--- config.mk ---
export PLATFORM = sky130hd
export DESIGN_NAME = unit_protect_seq_flat
export DESIGN_NICKNAME = d
export VERILOG_FILES = /design/src/rtl/unit_protect_seq_pkg.sv /design/src/rtl/unit_protect_seq_if.sv /design/src/rtl/unit_protect_seq_us_tick_timer.sv /design/src/rtl/unit_protect_seq.sv /design/src/flat_wrapper.sv
export SDC_FILE = /design/constraint.sdc
export NUM_CORES = 1
export LEC_CHECK = 0
export BUFFER_PORTS_ARGS = -buffer_cell sky130_fd_sc_hd__buf_2
export CORE_UTILIZATION = 55
export DETAILED_ROUTE_END_ITERATION = 8
export PLACE_DENSITY = 0.75
export SYNTH_ARGS = -nofsm -noshare
export SYNTH_HDL_FRONTEND = slang
export SYNTH_SLANG_ARGS = --single-unit
--- constraint.sdc ---
create_clock -name clk -period 3.6 [get_ports clk]
set_clock_uncertainty 0.2 [all_clocks]
set_input_delay 0.72 -clock clk [delete_from_list [all_inputs] [get_ports clk]]
set_output_delay 0.72 -clock clk [all_outputs]
set_load 0.05 [all_outputs]
--- src/rtl/unit_protect_seq_pkg.sv ---
// Shared definitions for the power-unit protection sequencer.
// The state encoding is also used by the telemetry path, so the numeric codes are fixed.
package unit_protect_seq_pkg;

  localparam int SEQ_STATE_W = 3;

  localparam int BLOCK_DLY_US_DEF = 10;
  localparam int BYP_TMO_US_DEF   = 5000;
  localparam int RST_HOLD_US_DEF  = 100;
  localparam int CNT_W_DEF        = 14;

  // Index of each us_tick_timer instance inside the top-level timer bank.
  localparam int TMR_STATE = 0;
  localparam int TMR_HOLD  = 1;
  localparam int TMR_NUM   = 2;

  typedef enum logic [SEQ_STATE_W-1:0] {
    ST_IDLE     = 3'd0,
    ST_RUN      = 3'd1,
    ST_BLOCK    = 3'd2,
    ST_BYP_WAIT = 3'd3,
    ST_BYPASSED = 3'd4,
    ST_BYP_FAIL = 3'd5
  } seq_state_e;

  // The relay stays closed in every state from the close command onwards.
  function automatic logic byp_closed_state(input seq_state_e s);
    return (s == ST_BYP_WAIT) || (s == ST_BYPASSED) || (s == ST_BYP_FAIL);
  endfunction

endpackage

--- src/rtl/unit_protect_seq_if.sv ---
// Command/feedback and actuator bundle between the sequencer and its surroundings.
interface unit_protect_seq_if;
  import unit_protect_seq_pkg::*;

  logic                   time_1us;
  logic                   start_stop;
  logic                   err_all;
  logic                   byp_req;
  logic                   reset_unit;
  logic                   byp_ok;
  logic                   pwm_en;
  logic                   byp_con;
  logic                   byp_fail;
  logic                   fault_latched;
  logic [SEQ_STATE_W-1:0] seq_state;

  modport slave (
    input  time_1us, start_stop, err_all, byp_req, reset_unit, byp_ok,
    output pwm_en, byp_con, byp_fail, fault_latched, seq_state
  );

  modport master (
    output time_1us, start_stop, err_all, byp_req, reset_unit, byp_ok,
    input  pwm_en, byp_con, byp_fail, fault_latched, seq_state
  );
endinterface

--- src/rtl/unit_protect_seq_us_tick_timer.sv ---
// Saturating microsecond-strobe counter with synchronous clear and a threshold flag.
module us_tick_timer #(
  parameter int CNT_W = 14
) (
  input  logic             clk,
  input  logic             rst_n,
  input  logic             clr_i,
  input  logic             tick_i,
  input  logic [CNT_W-1:0] limit_i,
  output logic             done_o
);

  logic [CNT_W-1:0] cnt_q;
  logic [CNT_W-1:0] cnt_d;

  always_comb begin
    cnt_d = cnt_q;
    if (clr_i) begin
      cnt_d = '0;
    end else if (tick_i && (cnt_q != {CNT_W{1'b1}})) begin
      cnt_d = cnt_q + 1'b1;
    end
  end

  always_ff @(posedge clk or negedge rst_n) begin
    if (!rst_n) begin
      cnt_q <= '0;
    end else begin
      cnt_q <= cnt_d;
    end
  end

  assign done_o = (cnt_q >= limit_i);

endmodule

--- src/rtl/unit_protect_seq.sv ---
// Protection sequencer: gates IGBT drive, then blocks, closes the bypass relay,
// waits for confirmation and supervises the return from bypass.
module unit_protect_seq
  import unit_protect_seq_pkg::*;
#(
  parameter int BLOCK_DLY_US = BLOCK_DLY_US_DEF,
  parameter int BYP_TMO_US   = BYP_TMO_US_DEF,
  parameter int RST_HOLD_US  = RST_HOLD_US_DEF,
  parameter int CNT_W        = CNT_W_DEF
) (
  input  logic                    clk,
  input  logic                    rst_n,
  unit_protect_seq_if.slave       seq_if
);

  localparam logic [CNT_W-1:0] BLOCK_LIM = CNT_W'(BLOCK_DLY_US);
  localparam logic [CNT_W-1:0] TMO_LIM   = CNT_W'(BYP_TMO_US);
  localparam logic [CNT_W-1:0] HOLD_LIM  = CNT_W'(RST_HOLD_US);

  seq_state_e state_q, state_d;
  logic       pwm_en_q, pwm_en_d;
  logic       byp_con_q, byp_con_d;
  logic       byp_fail_q, byp_fail_d;
  logic       fault_q, fault_d;

  logic             tmr_clr   [TMR_NUM];
  logic [CNT_W-1:0] tmr_limit [TMR_NUM];
  logic             tmr_done  [TMR_NUM];

  // State timer restarts on every transition; hold timer restarts whenever reset_unit drops.
  assign tmr_clr[TMR_STATE]   = (state_d != state_q);
  assign tmr_limit[TMR_STATE] = (state_q == ST_BLOCK) ? BLOCK_LIM : TMO_LIM;
  assign tmr_clr[TMR_HOLD]    = !seq_if.reset_unit;
  assign tmr_limit[TMR_HOLD]  = HOLD_LIM;

  generate
    for (genvar gi = 0; gi < TMR_NUM; gi++) begin : g_tmr
      us_tick_timer #(
        .CNT_W (CNT_W)
      ) u_tmr (
        .clk     (clk),
        .rst_n   (rst_n),
        .clr_i   (tmr_clr[gi]),
        .tick_i  (seq_if.time_1us),
        .limit_i (tmr_limit[gi]),
        .done_o  (tmr_done[gi])
      );
    end
  endgenerate

  always_comb begin
    state_d = state_q;
    fault_d = fault_q;
    case (state_q)
      ST_IDLE, ST_RUN: begin
        // A simultaneous err_all and byp_req counts as a fault.
        if (seq_if.err_all) begin
          state_d = ST_BLOCK;
          fault_d = 1'b1;
        end else if (seq_if.byp_req) begin
          state_d = ST_BLOCK;
          fault_d = 1'b0;
        end else if ((state_q == ST_IDLE) && seq_if.start_stop) begin
          state_d = ST_RUN;
        end else if ((state_q == ST_RUN) && !seq_if.start_stop) begin
          state_d = ST_IDLE;
        end
      end
      ST_BLOCK: begin
        if (tmr_done[TMR_STATE]) begin
          state_d = ST_BYP_WAIT;
        end
      end
      ST_BYP_WAIT: begin
        if (seq_if.byp_ok) begin
          state_d = ST_BYPASSED;
        end else if (tmr_done[TMR_STATE]) begin
          state_d = ST_BYP_FAIL;
        end
      end
      ST_BYPASSED: begin
        if (tmr_done[TMR_HOLD] && !seq_if.err_all && !seq_if.byp_req) begin
          state_d = ST_IDLE;
          fault_d = 1'b0;
        end
      end
      ST_BYP_FAIL: begin
        state_d = ST_BYP_FAIL;
      end
      default: begin
        state_d = ST_BLOCK;
      end
    endcase

    // Outputs are decoded from the next state so they change on the same edge as seq_state.
    pwm_en_d   = (state_d == ST_RUN);
    byp_con_d  = byp_closed_state(state_d);
    byp_fail_d = (state_d == ST_BYP_FAIL);
  end

  always_ff @(posedge clk or negedge rst_n) begin
    if (!rst_n) begin
      state_q    <= ST_IDLE;
      pwm_en_q   <= 1'b0;
      byp_con_q  <= 1'b0;
      byp_fail_q <= 1'b0;
      fault_q    <= 1'b0;
    end else begin
      state_q    <= state_d;
      pwm_en_q   <= pwm_en_d;
      byp_con_q  <= byp_con_d;
      byp_fail_q <= byp_fail_d;
      fault_q    <= fault_d;
    end
  end

  assign seq_if.pwm_en        = pwm_en_q;
  assign seq_if.byp_con       = byp_con_q;
  assign seq_if.byp_fail      = byp_fail_q;
  assign seq_if.fault_latched = fault_q;
  assign seq_if.seq_state     = state_q;

endmodule

--- src/flat_wrapper.sv ---
// flat-port wrapper written by rule: the top's interface ports become plain ports
module unit_protect_seq_flat import unit_protect_seq_pkg::*;
#(
  parameter int BLOCK_DLY_US = BLOCK_DLY_US_DEF,
  parameter int BYP_TMO_US   = BYP_TMO_US_DEF,
  parameter int RST_HOLD_US  = RST_HOLD_US_DEF,
  parameter int CNT_W        = CNT_W_DEF
)
  (clk, rst_n, seq_if_time_1us, seq_if_start_stop, seq_if_err_all, seq_if_byp_req, seq_if_reset_unit, seq_if_byp_ok, seq_if_pwm_en, seq_if_byp_con, seq_if_byp_fail, seq_if_fault_latched, seq_if_seq_state);
  unit_protect_seq_if seq_if_i ();
  input  logic clk;
  input  logic rst_n;
  input wire logic [$bits(seq_if_i.time_1us)-1:0] seq_if_time_1us;
  input wire logic [$bits(seq_if_i.start_stop)-1:0] seq_if_start_stop;
  input wire logic [$bits(seq_if_i.err_all)-1:0] seq_if_err_all;
  input wire logic [$bits(seq_if_i.byp_req)-1:0] seq_if_byp_req;
  input wire logic [$bits(seq_if_i.reset_unit)-1:0] seq_if_reset_unit;
  input wire logic [$bits(seq_if_i.byp_ok)-1:0] seq_if_byp_ok;
  output wire logic [$bits(seq_if_i.pwm_en)-1:0] seq_if_pwm_en;
  output wire logic [$bits(seq_if_i.byp_con)-1:0] seq_if_byp_con;
  output wire logic [$bits(seq_if_i.byp_fail)-1:0] seq_if_byp_fail;
  output wire logic [$bits(seq_if_i.fault_latched)-1:0] seq_if_fault_latched;
  output wire logic [$bits(seq_if_i.seq_state)-1:0] seq_if_seq_state;
  assign seq_if_i.time_1us = seq_if_time_1us;
  assign seq_if_i.start_stop = seq_if_start_stop;
  assign seq_if_i.err_all = seq_if_err_all;
  assign seq_if_i.byp_req = seq_if_byp_req;
  assign seq_if_i.reset_unit = seq_if_reset_unit;
  assign seq_if_i.byp_ok = seq_if_byp_ok;
  assign seq_if_pwm_en = seq_if_i.pwm_en;
  assign seq_if_byp_con = seq_if_i.byp_con;
  assign seq_if_byp_fail = seq_if_i.byp_fail;
  assign seq_if_fault_latched = seq_if_i.fault_latched;
  assign seq_if_seq_state = seq_if_i.seq_state;
  unit_protect_seq #(.BLOCK_DLY_US(BLOCK_DLY_US), .BYP_TMO_US(BYP_TMO_US), .RST_HOLD_US(RST_HOLD_US), .CNT_W(CNT_W)) u_core (.clk(clk), .rst_n(rst_n), .seq_if(seq_if_i));
endmodule
==> metrics.log <==
INFO  metric pwr_density_cell = 500 mW/mm²
INFO  metric die_height = 63.9 µm
INFO  metric yosysUniqueCellTypes = 52
INFO  metric slew_headroom = 48.6%
INFO  metric drt_pass_1_iters = 4
INFO  metric timing_worst_slew_pin_value = 0.772 ns
INFO  metric number_of_flops_mapped_to_enable_cells_by_yosys = 0
INFO  metric postSynthRegisterBits = 35
INFO  metric globalRouteOverflowTotal = 0
INFO  metric number_of_placement_rows = 22
INFO  metric cp.arrival = 2.77 ns
INFO  metric detailroute.via_count = 1,696
INFO  metric syn-cell-area = 0.00211 mm²
INFO  metric cts-root-buf = sky130_fd_sc_hd__clkbuf_8
INFO  metric cp_num_buf_inv = 0
INFO  metric cts_buffers = 5
INFO  metric hold_viol_final = 0
INFO  metric cts_sinks = 35
INFO  metric syn_nets = 233
INFO  metric postCtsSetupBuffers = 0
INFO  metric critPathCaptureType = register
INFO  metric drive_above_1_share = 18.2%
INFO  metric wire_per_inst = 14.2 µm
INFO  metric max_freq = 0.359 GHz
INFO  metric pre_cts_worst_setup_slack = 0.847 ns
INFO  metric setup_repair_after_global_routing_missed_its_margin = false
INFO  metric fp.coreArea = 0.00366 mm²
INFO  metric p_leak = 1.02 nW
INFO  metric groute.usage.overall = 22.3%
INFO  metric seq_power_share = 42.2%
INFO  metric drcViolationCount = 0
INFO  metric synth-seq-area-share = 41.6%
INFO  metric maximum_vdd_drop = 0.000229 V
INFO  metric run_status = finished clean
INFO  metric power.share.clock = 26.5%
INFO  metric grt_pass1_vias = 1,580
INFO  metric comb_power_share = 31.2%
INFO  metric clock_latency = 0.29 ns
INFO  metric layout.filler_cells = 313
INFO  metric dp_hpwl = 2.82 mm
INFO  metric fp.dieArea = 0.00408 mm²
INFO  metric postPlaceCellArea = 0.00220 mm²
INFO  metric min_path_type = in -> async
INFO  metric dr.first_iter.drc_count = 135
INFO  metric cts_repair_resize_count = 0
INFO  metric detail_route.vias_per_cell = 5.97
INFO  metric crit_path_max_fanout = 14
INFO  metric design.final.nets = 248
INFO  metric start_util = 57.6%
INFO  metric tritoncts = done
INFO  metric switching_share = 38.0%
INFO  metric grt_start_max_net_pins = 36
INFO  metric yosys_warnings = 0
INFO  metric clk_pin_slew_worst_paths = 0.08 ns
INFO  metric ctsHtreeMaxLevel = 2
INFO  metric cts_max_path_buffers = 2
INFO  metric crit_slowest_cell = sky130_fd_sc_hd__dfrtp_1
INFO  metric cap_viol_max_count = 0
INFO  metric internal_power = 0.000713 W
INFO  metric synth_async_sr_flop_share = 100%
INFO  metric final_period_utilization = 77.4%
INFO  metric areaGrowthSynthToFinish = 9.15%
INFO  metric timing.setup.critical_path_class = reg -> reg
INFO  metric stdcell_area = 0.00230 mm²
INFO  metric final_ant_viol_nets = 0
INFO  metric worstPathRequired = 3.59 ns
INFO  metric x_dimension_of_the_die = 63.9 µm
INFO  metric p_sw = 0.000437 W
INFO  metric ioPinCount = 15
INFO  metric worst_setup_path_start_kind = register
INFO  metric most_used_flip_flop_cell_after_synthesis = sky130_fd_sc_hd__dfrtp_1
INFO  metric final_core_utilization = 62.8%
INFO  metric grt_antenna_before_repair = 0
INFO  metric hold_ws = 0.302 ns
INFO  metric totalNegativeSetupSlack = 0 ns
INFO  metric critical_path.top_delay_family = simple AND/OR/NAND/NOR gates
INFO  metric number_of_antenna_cells_inserted = 0
INFO  metric setup-violations-final = 0
INFO  metric report.final.slew_viol_count = 0
INFO  metric crit_chain = nor3b_1 -> ha_1 -> or4_1 -> nand4_1 -> a21o_1 -> o211ai_4 -> nor4_1
INFO  metric layout_min_cycle_time = 2.79 ns
INFO  metric place.port_buffers = 14
INFO  metric finalWirelength = 4.04 mm
INFO  metric synth.avg_cell_area = 9.58 µm²
INFO  metric postLayoutSetupSlackWorst = 0.812 ns
INFO  metric postSynthCellCount = 220
INFO  metric wire_length_of_the_first_global_routing_pass = 7.10 mm
INFO  metric final_weighted_congestion_of_routability_driven_global_placement = 0.854
INFO  metric cp_slowest_stage_delay = 0.50 ns
INFO  metric holdBufCountCts = 0
==> cell usage in the layout (no fill, tap or decap), types with 6 or more instances in the layout <==
master / instances
sky130_fd_sc_hd__buf_2: 14
sky130_fd_sc_hd__clkbuf_8: 6
sky130_fd_sc_hd__nand2_1: 7
sky130_fd_sc_hd__xor2_1: 10
sky130_fd_sc_hd__nand3_1: 13
sky130_fd_sc_hd__o21ai_0: 10
sky130_fd_sc_hd__nor2_1: 20
sky130_fd_sc_hd__nor3_2: 11
sky130_fd_sc_hd__nand4_1: 8
sky130_fd_sc_hd__xnor2_1: 6
sky130_fd_sc_hd__a21oi_1: 8
sky130_fd_sc_hd__and3_1: 7
sky130_fd_sc_hd__dfrtp_1: 35
sky130_fd_sc_hd__nor3b_1: 6
sky130_fd_sc_hd__inv_1: 12
sky130_fd_sc_hd__nor3_1: 8
==> kinds of logic (layout without fill, tap and decap cells) <==
family                   Yosys count  in the layout  synth area share [%]
flip-flops                        35             35                  41.6
AND/OR/NAND/NOR                  106            106                  31.2
multiplexers                       1              1                 0.475
AO/OA/AOI/OAI                     39             39                  13.3
XOR/XNOR                          16             16                  6.65
adder cells (fa/ha/maj)            5              5                  2.97
buffers and inverters             18             34                  3.86
==> path summary, 6_finish.rpt <==
check | startpoint | to | slack, ns | depth (start not counted)
worst max-delay path | u_core.seq_if.seq_state[1] | u_core.g_tmr[0].u_tmr.cnt_q[12] | 0.81 | 7
worst min-delay path | rst_n | u_core.g_tmr[1].u_tmr.cnt_q[10] | 0.30 | 1
worst max register to register | u_core.seq_if.seq_state[1] | u_core.g_tmr[0].u_tmr.cnt_q[12] | 0.81 | 7
worst min register to register | u_core.g_tmr[1].u_tmr.cnt_q[3] | u_core.g_tmr[1].u_tmr.cnt_q[3] | 0.35 | 1
max in group asynchronous | rst_n | u_core.g_tmr[0].u_tmr.cnt_q[10] | 2.40 | 1
min in group clk | u_core.g_tmr[1].u_tmr.cnt_q[3] | u_core.g_tmr[1].u_tmr.cnt_q[3] | 0.35 | 1
==> power groups by stage <==
stage	registers (W)	logic [W]	clock network, W
2_1_floorplan	0.000523	0.000268	0
3_3_place_gp	0.000491	0.000355	0
3_5_place_dp	0.000493	0.000361	0
4_1_cts	0.000486	0.000361	0.000313
5_1_grt	0.000494	0.000395	0.000327
6_report	0.000486	0.000359	0.000305
==> state kept, by name (all words and copies together) (netlist names) <==
signal / count
u_core.seq_if.seq_state: 3
u_core.seq_if.fault_latched: 1
u_core.g_tmr.u_tmr.cnt_q: 28
u_core.seq_if.byp_con: 1
u_core.seq_if.byp_fail: 1
u_core.seq_if.pwm_en: 1
==> cell usage after synthesis, types with 2 or more instances <==
library cell	n	share of area, %
sky130_fd_sc_hd__a211oi_1	2	0.71
sky130_fd_sc_hd__nand3_1	13	3.1
sky130_fd_sc_hd__dfrtp_1	35	42
sky130_fd_sc_hd__o21ai_1	2	0.48
sky130_fd_sc_hd__o21ai_0	10	2.4
sky130_fd_sc_hd__a2bb2oi_1	2	0.83
sky130_fd_sc_hd__or4_4	2	1.1
sky130_fd_sc_hd__nand4_1	8	2.4
sky130_fd_sc_hd__inv_1	12	2.1
sky130_fd_sc_hd__and4_1	3	1.2
sky130_fd_sc_hd__xnor2_1	6	2.5
sky130_fd_sc_hd__nor3_2	11	5.2
sky130_fd_sc_hd__nand2_1	7	1.2
sky130_fd_sc_hd__nor2b_1	3	0.89
sky130_fd_sc_hd__ha_1	5	3.0
sky130_fd_sc_hd__nor4_1	4	1.2
sky130_fd_sc_hd__clkbuf_1	2	0.36
sky130_fd_sc_hd__or3_1	3	0.89
sky130_fd_sc_hd__nor3b_1	6	2.1
sky130_fd_sc_hd__and2_1	3	0.89
sky130_fd_sc_hd__nor2_1	20	3.6
sky130_fd_sc_hd__a21oi_1	8	1.9
sky130_fd_sc_hd__xor2_1	10	4.2
sky130_fd_sc_hd__a211o_1	2	0.83
sky130_fd_sc_hd__and3_1	7	2.1
sky130_fd_sc_hd__nor3_1	8	1.9
==> through the flow <==
step           total power [W]  instances
2_1_floorplan         0.000791        220
4_1_cts                0.00116        284
3_5_place_dp          0.000854        276
6_report               0.00115        284
3_3_place_gp          0.000846        276
5_1_grt                0.00122        284
==> metal layers <==
metal	part of all wire [%]	global-route usage [%]
met1	49	31.1
met2	44	34.7
met3	5.2	4.82
met4	0.97	6.82
met5	0	0
==> cell type report <==
type / count / area (µm²) / share of cell area [%]
well taps: 48 / 60.1 / 2.61
clock buffers: 6 / 82.6 / 3.59
inverters: 12 / 45.0 / 1.96
repair buffers: 14 / 70.1 / 3.05
clock inverters: 2 / 16.3 / 0.707
flip-flops and latches: 35 / 876 / 38.1
multi-input cells: 167 / 1150 / 50.0
Power figures use the tool's default switching activity.
